$ cat src/rtl/branch_resolve_unit.sv
// Resolves branches in ID against the prediction carried from IF, drives refetch/redirect,
// and queues predictor training updates in a small FIFO alongside branch/mispredict statistics.
module branch_resolve_unit #(
  parameter int PC_W    = 8,
  parameter int PC_STEP = 1,
  parameter int QDEPTH  = 4,
  parameter int CNT_W   = 16
) (
  input  logic             clk,
  input  logic             rst,
  input  logic [PC_W-1:0]  PC_IF,
  input  logic [PC_W-1:0]  PC_pre_IF,
  input  logic             taken_IF,
  input  logic             hit_IF,
  input  logic             FD_stall,
  input  logic             inst_valid,
  input  logic             is_branch_ID,
  input  logic             Branch_ctrl_ID,
  input  logic [PC_W-1:0]  jump_PC_ID,
  output logic             refetch,
  output logic [PC_W-1:0]  redirect_PC,
  output logic             upd_valid,
  output logic [PC_W-1:0]  upd_PC,
  output logic             upd_taken,
  output logic [PC_W-1:0]  upd_target,
  input  logic             upd_ready,
  output logic             upd_overflow,
  output logic [CNT_W-1:0] branch_cnt,
  output logic [CNT_W-1:0] mispred_cnt
);

  localparam int PTR_W = $clog2(QDEPTH);
  localparam logic [PTR_W:0] FULL_COUNT = (PTR_W+1)'(QDEPTH);

  logic [PC_W-1:0] PC_ID;
  logic [PC_W-1:0] pred_tgt_ID;
  logic            pred_taken_ID;
  logic            pred_hit_ID;
  logic            valid_ID;

  logic resolve;
  logic mispredict;
  logic enq;
  logic deq;
  logic full;
  logic push;

  logic [PC_W-1:0] fifo_pc     [QDEPTH];
  logic            fifo_taken  [QDEPTH];
  logic [PC_W-1:0] fifo_target [QDEPTH];
  logic [PTR_W-1:0] rd_ptr;
  logic [PTR_W-1:0] wr_ptr;
  logic [PTR_W:0]   count;

  // A refetch squashes the wrong-path fetch by loading a bubble into ID.
  always_ff @(posedge clk or negedge rst) begin
    if (!rst) begin
      PC_ID         <= '0;
      pred_tgt_ID   <= '0;
      pred_taken_ID <= 1'b0;
      pred_hit_ID   <= 1'b0;
      valid_ID      <= 1'b0;
    end else if (!FD_stall) begin
      if (refetch) begin
        PC_ID         <= '0;
        pred_tgt_ID   <= '0;
        pred_taken_ID <= 1'b0;
        pred_hit_ID   <= 1'b0;
        valid_ID      <= 1'b0;
      end else begin
        PC_ID         <= PC_IF;
        pred_tgt_ID   <= PC_pre_IF;
        pred_taken_ID <= taken_IF;
        pred_hit_ID   <= hit_IF;
        valid_ID      <= 1'b1;
      end
    end
  end

  assign resolve    = valid_ID & inst_valid & is_branch_ID & ~FD_stall;
  assign mispredict = resolve & ((pred_taken_ID != Branch_ctrl_ID) |
                                 (pred_taken_ID & Branch_ctrl_ID & (pred_tgt_ID != jump_PC_ID)));
  assign refetch    = mispredict;

  always_comb begin
    redirect_PC = '0;
    if (mispredict) begin
      redirect_PC = Branch_ctrl_ID ? jump_PC_ID : PC_ID + PC_W'(PC_STEP);
    end
  end

  // Not-taken branches that missed in the predictor carry nothing worth training.
  assign enq       = resolve & (Branch_ctrl_ID | pred_hit_ID);
  assign upd_valid = (count != '0);
  assign deq       = upd_valid & upd_ready;
  assign full      = (count == FULL_COUNT);
  assign push      = enq & (~full | deq);

  always_ff @(posedge clk or negedge rst) begin
    if (!rst) begin
      for (int i = 0; i < QDEPTH; i++) begin
        fifo_pc[i]     <= '0;
        fifo_taken[i]  <= 1'b0;
        fifo_target[i] <= '0;
      end
    end else if (push) begin
      fifo_pc[wr_ptr]     <= PC_ID;
      fifo_taken[wr_ptr]  <= Branch_ctrl_ID;
      fifo_target[wr_ptr] <= jump_PC_ID;
    end
  end

  always_ff @(posedge clk or negedge rst) begin
    if (!rst) begin
      rd_ptr <= '0;
      wr_ptr <= '0;
      count  <= '0;
    end else begin
      if (push) wr_ptr <= wr_ptr + 1'b1;
      if (deq)  rd_ptr <= rd_ptr + 1'b1;
      case ({push, deq})
        2'b10:   count <= count + 1'b1;
        2'b01:   count <= count - 1'b1;
        default: count <= count;
      endcase
    end
  end

  assign upd_PC     = fifo_pc[rd_ptr];
  assign upd_taken  = fifo_taken[rd_ptr];
  assign upd_target = fifo_target[rd_ptr];

  // Overflow stays set once any training update has been lost.
  always_ff @(posedge clk or negedge rst) begin
    if (!rst) begin
      upd_overflow <= 1'b0;
    end else if (enq & full & ~deq) begin
      upd_overflow <= 1'b1;
    end
  end

  always_ff @(posedge clk or negedge rst) begin
    if (!rst) begin
      branch_cnt  <= '0;
      mispred_cnt <= '0;
    end else begin
      if (resolve && branch_cnt != '1)     branch_cnt  <= branch_cnt + 1'b1;
      if (mispredict && mispred_cnt != '1) mispred_cnt <= mispred_cnt + 1'b1;
    end
  end

endmodule

$ cat config.mk
export PLATFORM = sky130hd
export DESIGN_NAME = branch_resolve_unit
export DESIGN_NICKNAME = d
export VERILOG_FILES = /design/src/rtl/branch_resolve_unit.sv
export SDC_FILE = /design/constraint.sdc
export NUM_CORES = 1
export LEC_CHECK = 0
export CAP_MARGIN = 5
export CORE_MARGIN = 2
export CORE_UTILIZATION = 45
export CTS_CLUSTER_DIAMETER = 120
export CTS_CLUSTER_SIZE = 24
export DETAILED_ROUTE_END_ITERATION = 8
export PLACE_DENSITY = 0.71
export SLEW_MARGIN = 20
export SYNTH_ARGS = -nofsm -noshare
export SYNTH_HDL_FRONTEND = slang
export SYNTH_SLANG_ARGS = --single-unit
$ cat constraint.sdc
create_clock -name clk -period 2.1 [get_ports clk]
set_clock_uncertainty 0.2 [all_clocks]
set_input_delay 0.525 -clock clk [delete_from_list [all_inputs] [get_ports clk]]
set_output_delay 0.525 -clock clk [all_outputs]
set_load 0.02 [all_outputs]
==> Yosys cells after proc, flatten, opt, wreduce, memory -nomap -nowiden <==
Cells that the tools add are included.
Widths: inputs -> output; s select.
{ "word_totals": {"elab_cells": 88, "reg_bits": 127, "in_bits": 33, "output_inout_bits": 60} }
{ "classes": {"mux": 24, "magnitude_cmp": 3, "addsub": 7, "reduce_logical": 5, "eq_ne": 7, "n_bitwise": 19} }
{ "op_table": {"columns": ["cell", "count"], "rows": [
  ["$mux 8", 9],
  ["$bwmux 32", 2],
  ["$add 16x1->16 const B", 2],
  ["$bmux 8 s2", 2],
  ["$ne 16x16->1 const B", 2],
  ["$demux 8 s2", 1],
  ["$and 1x1->1", 11],
  ["$add 8x1->8 const B", 1],
  ["$ne 8x8->1", 1],
  ["$ge 3x3->1 const B", 2],
  ["$mux 1", 6],
  ["$not 2->3", 2],
  ["$pmux 3 s2", 1],
  ["$add 2x1->2 const B", 2],
  ["$bwmux 4", 1],
  ["$add 3x1->3 const B", 1],
  ["$eq 3x3->1 const B", 1],
  ["$logic_and 1x1->1", 3],
  ["$lt 3x1->1 const B", 1],
  ["$not 1->1", 3],
  ["$or 1x1->1", 3],
  ["$reduce_bool 3->1", 1],
  ["$sub 3x1->3 const B", 1],
  ["$bmux 1 s2", 1],
  ["5 further kinds", 5]
]} }

==> Logic depth before layout (Yosys ltp) <==
{ "depth": {"word_depth": 7, "depth_mapped": 9, "ltp_nobuf": 7} }

==> Worst setup path after synthesis <==
Ideal clock, no wire load.
{ "synth_timing": {"path_type": "input-to-output", "start": "input port FD_stall", "end": "output port redirect_PC[0]", "arrival_ns": 1.741, "stages": 8, "t_required_ns": 1.375, "path_buffers": 3, "path_slack_ns": -0.366, "cell_sequence": "and4b_1 -> buf_4 -> nand2_1 -> a21oi_1 -> a21oi_2 -> buf_6 -> buf_4 -> nor2_1"} }
{ "synth_via": {"elab_chain_cells": 4} }
{ "synth_lines": {"columns": ["element", "line", "source"], "rows": [
  ["start: declaration", "15", "input logic FD_stall,"],
  ["$not 1->1", "80", "assign resolve = valid_ID & inst_valid & is_branch_ID & ~FD_stall;"],
  ["$and 1x1->1", "80", null],
  ["$and 1x1->1", "81", "assign mispredict = resolve & ((pred_taken_ID != Branch_ctrl_ID) |"],
  ["$mux 8", "87", "if (mispredict) begin"],
  ["end: declaration", "21", "output logic [PC_W-1:0] redirect_PC,"]
]} }
Every way passes these cells.

==> Final worst setup path <==
{ "layout_timing": {"start": "register pred_tgt_ID[0]", "end": "output port redirect_PC[3]"} }
{ "layout_via": {"elab_chain_cells": 5} }
{ "layout_lines": {"columns": ["element", "line", "source"], "rows": [
  ["start: declaration", "36", "logic [PC_W-1:0] pred_tgt_ID;"],
  ["start signal: assignment", "72", "pred_tgt_ID <= PC_pre_IF;"],
  ["$ne 8x8->1", "82", "(pred_taken_ID & Branch_ctrl_ID & (pred_tgt_ID != jump_PC_ID)));"],
  ["$and 1x1->1", "82", null],
  ["$or 1x1->1", "81", null],
  ["$and 1x1->1", "81", null],
  ["$mux 8", "87", null]
]} }
Every way passes these cells.

==> results_dict.tcl <==
set metrics [dict create \
    outcome "complete, but fails checks" \
    violations "setup timing" \
    nNetsFinal 699 \
    root_buffer "clkbuf_16" \
    io_buffers 92 \
    critPathRequiredTime_ps 1370 \
    setup_tns_ps -30090 \
    clockBufferDepth 2 \
    r2r-start "pred_tgt_ID[0]" \
    wirelength_um 16200 \
    ys.flop_type "dfrtp_1" \
    finalInstanceArea_um2 9120 \
    htreeDepth 4 \
    place_congestion 0.884 \
    fin_util_pct 68.3 \
    worstPathArrival_ps 2100 \
    synth-edff-count 0 \
    yosysSeqAreaShare_pct 51.3 \
    routedWlPerCell_um 19.2 \
    cp_max_fo 5 \
    avgSynthCellArea_um2 13.0 \
    total_power_mw 10.7 \
    ant_nets 0 \
    dp.cells 788 \
    start_util_pct 46.4 \
    dr.first_iter.drc_count 214 \
    die_area_um2 14700 \
    min_to "upd_overflow" \
    areaGrowthSynthToFinish_pct 47.3 \
    fp.coreArea_um2 13300 \
    hold_slack_ps 265 \
    max_slew_margin_pct 67.4 \
    ioPinCount 93 \
    firstDrtPassIters 4 \
    grt_pass1_wl_um 25800 \
    hold_viol 0 \
    final_cells 844 \
    die_width_um 121 \
    power.density_nw_per_um2 1180 \
    synthDistinctLibCells 42 \
    worstMarginPinSlew_ps 490 \
    cts_tree "yes" \
    placedInstanceArea_um2 7850 \
    fin_ws_ps -721 \
    vdd_drop_max_mv 0.838 \
    rsz0062_at_grt "yes" \
    cts_buffers 17 \
    netlist_instances 477 \
    regToRegSetupSlack_ps -190 \
    antenna_cells 0 \
    clock-sinks 127 \
    timing.fmax_mhz 354 \
    drive_gt1_share_pct 45.7 \
    grt_max_degree 44 \
    antenna_found_initial 0 \
    vias 4492 \
    die_y_um 121 \
    drv_cap 0 \
    p_leak_nw 4.41 \
    hpwl_um 10100 \
    synth_seq_cells 127 \
    first_global_vias 4773 \
    drv_slew 0 \
    critPathKind "flop to output port" \
    synthArstFlopShare_pct 100 \
    post-route-period-util_pct 134 \
    rows 42 \
    grtUsageTotal_pct 23.4 \
    viasPerCell 5.32 \
    r2r-end "mispred_cnt[10]" \
    clk_pin_slew_ps 60 \
    end_kind "output port" \
    insertion_delay_ps 430 \
    drc 0 \
    setup_viol 124 \
    grt_overflow 0 \
    netlist_area_um2 6190 \
    synthesis.nets 519 \
    r2r_cells 9 \
    min-delay-start "upd_overflow" \
    cp-start-kind "flop" \
    hp-class "flop to flop" \
    post-place-ws_ps -1390 \
    layout_min_cycle_time_ps 2820 \
    min_path_cells 1 \
    ys_warn_count 0 \
]
synthesized netlist by cell type (2+ instances only):
library cell  count  area share [%]
ha_1              8             1.6
nand2_8           4             1.3
xnor2_1          20             2.8
o21ai_0          11            0.89
nand3_1          14             1.1
and4_1            2            0.28
nor3_1           11            0.89
mux2i_1           2            0.32
mux2_2           33             6.0
nand2b_1          2            0.20
and3_1            5            0.51
xor2_1           25             3.5
a21oi_1          11            0.89
inv_1             4            0.24
nand4_1           5            0.51
buf_2             3            0.24
clkbuf_1         11            0.67
nor4_1            3            0.30
buf_4             3            0.36
nor2_1           23             1.4
nor4_2            3            0.61
o21ai_1          10            0.81
buf_6             6             1.1
dfrtp_1         127              51
nor3b_1           2            0.24
nand2_1          58             3.5
mux2_4           40             9.7
mux4_2           17             6.2
sequential cells by signal (all words and copies together), names as in the netlist, 2 cells and up:
| name | cells |
|---|---|
| PC_ID | 8 |
| branch_cnt | 16 |
| count | 3 |
| fifo_pc | 32 |
| fifo_taken | 4 |
| fifo_target | 32 |
| mispred_cnt | 16 |
| pred_tgt_ID | 8 |
| rd_ptr | 2 |
| wr_ptr | 2 |
worst max-delay path by stage:
stage	from	end	slack [ps]	cells after the start
final	pred_tgt_ID[0]	redirect_PC[3]	-720	7
after global routing	pred_tgt_ID[0]	redirect_PC[3]	-780	7
after CTS	pred_tgt_ID[3]	redirect_PC[4]	-690	8
after detailed placement	jump_PC_ID[0]	redirect_PC[0]	-1390	8
after global placement	jump_PC_ID[5]	redirect_PC[0]	-1350	8
after floorplan	jump_PC_ID[0]	redirect_PC[0]	-240	7
power by group:
group / switching (mW) / internal [mW] / total [mW]
logic: 1.76 / 2.40 / 4.16
clock network: 1.05 / 1.85 / 2.89
registers: 0.495 / 3.18 / 3.67
layout by cell type (no fill, tap or decap), drive strengths merged:
cell,netlist,final
a21boi,1,1
clkinv,0,5
and4b,1,1
dlymetal6s2s,0,1
nor4bb,1,1
and2b,1,1
nor4,6,6
nor2,23,23
ha,8,8
mux2,73,73
o21a,1,1
a2bb2oi,1,1
or3,1,1
fa,1,1
xor2,25,25
and3,5,5
mux2i,2,2
nand2,62,66
dlygate4sd3,0,1
a311oi,1,1
mux4,17,17
dlygate4sd2,0,40
xnor2,20,20
and4,2,2
inv,4,4
clkbuf,11,25
a31oi,1,1
nand2b,2,2
nor3,11,11
nand4,5,5
buf,13,114
nor4b,1,1
a21o,1,1
a21oi,12,12
o21ai,21,21
dfrtp,127,127
bufinv,0,2
clkdlybuf4s50,0,23
nor3b,2,2
nand3,14,14
critical path, stage by stage (launching register included):
cell and delay (ps):
dfrtp_2 440, xor2_2 170, nor4_4 370, a21oi_2 120, a21oi_4 200, buf_6 190
nor2_4 40, buf_6 130
layer usage:
layer  share of wire (%)  global-route usage [%]
met4                 1.9                    8.62
met2                  49                    37.0
met3                 6.1                    7.42
met5                   0                       0
met1                  43                    30.5
cells by family (layout without fill, tap and decap cells):
family	Yosys count	in the layout	synth area share [%]
xor gates and xnor gates	45	45	6.37
adders and majority gates	9	9	1.94
and+or+nand+nor	137	141	11.6
buffers and inverters	28	215	2.93
DFF	127	127	51.3
AOI/OAI and AO/OA	39	39	3.60
muxes	92	92	22.2
area by class of cell:
type | instances | area (um^2)
Tap cell | 176 | 220
Multi-Input combinational cell | 326 | 3330
Timing Repair Buffer | 181 | 1800
Fill cell | 931 | 4230
Inverter | 4 | 17.5
Clock buffer | 23 | 488
Clock inverter | 7 | 85.1
Sequential cell | 127 | 3180
timing repair:
| item | CTS | global route |
|---|---|---|
| gates resized for setup | 227 | 80 |
| setup buffers | 12 | 10 |
| hold endpoints to repair | 14 | 0 |
| hold buffers | 1 | 0 |
| cloned | 7 | 2 |
| pin swaps | 19 | 19 |
| setup endpoints to repair | 166 | 139 |
No activity file was read; power rests on OpenSTA's default activity.
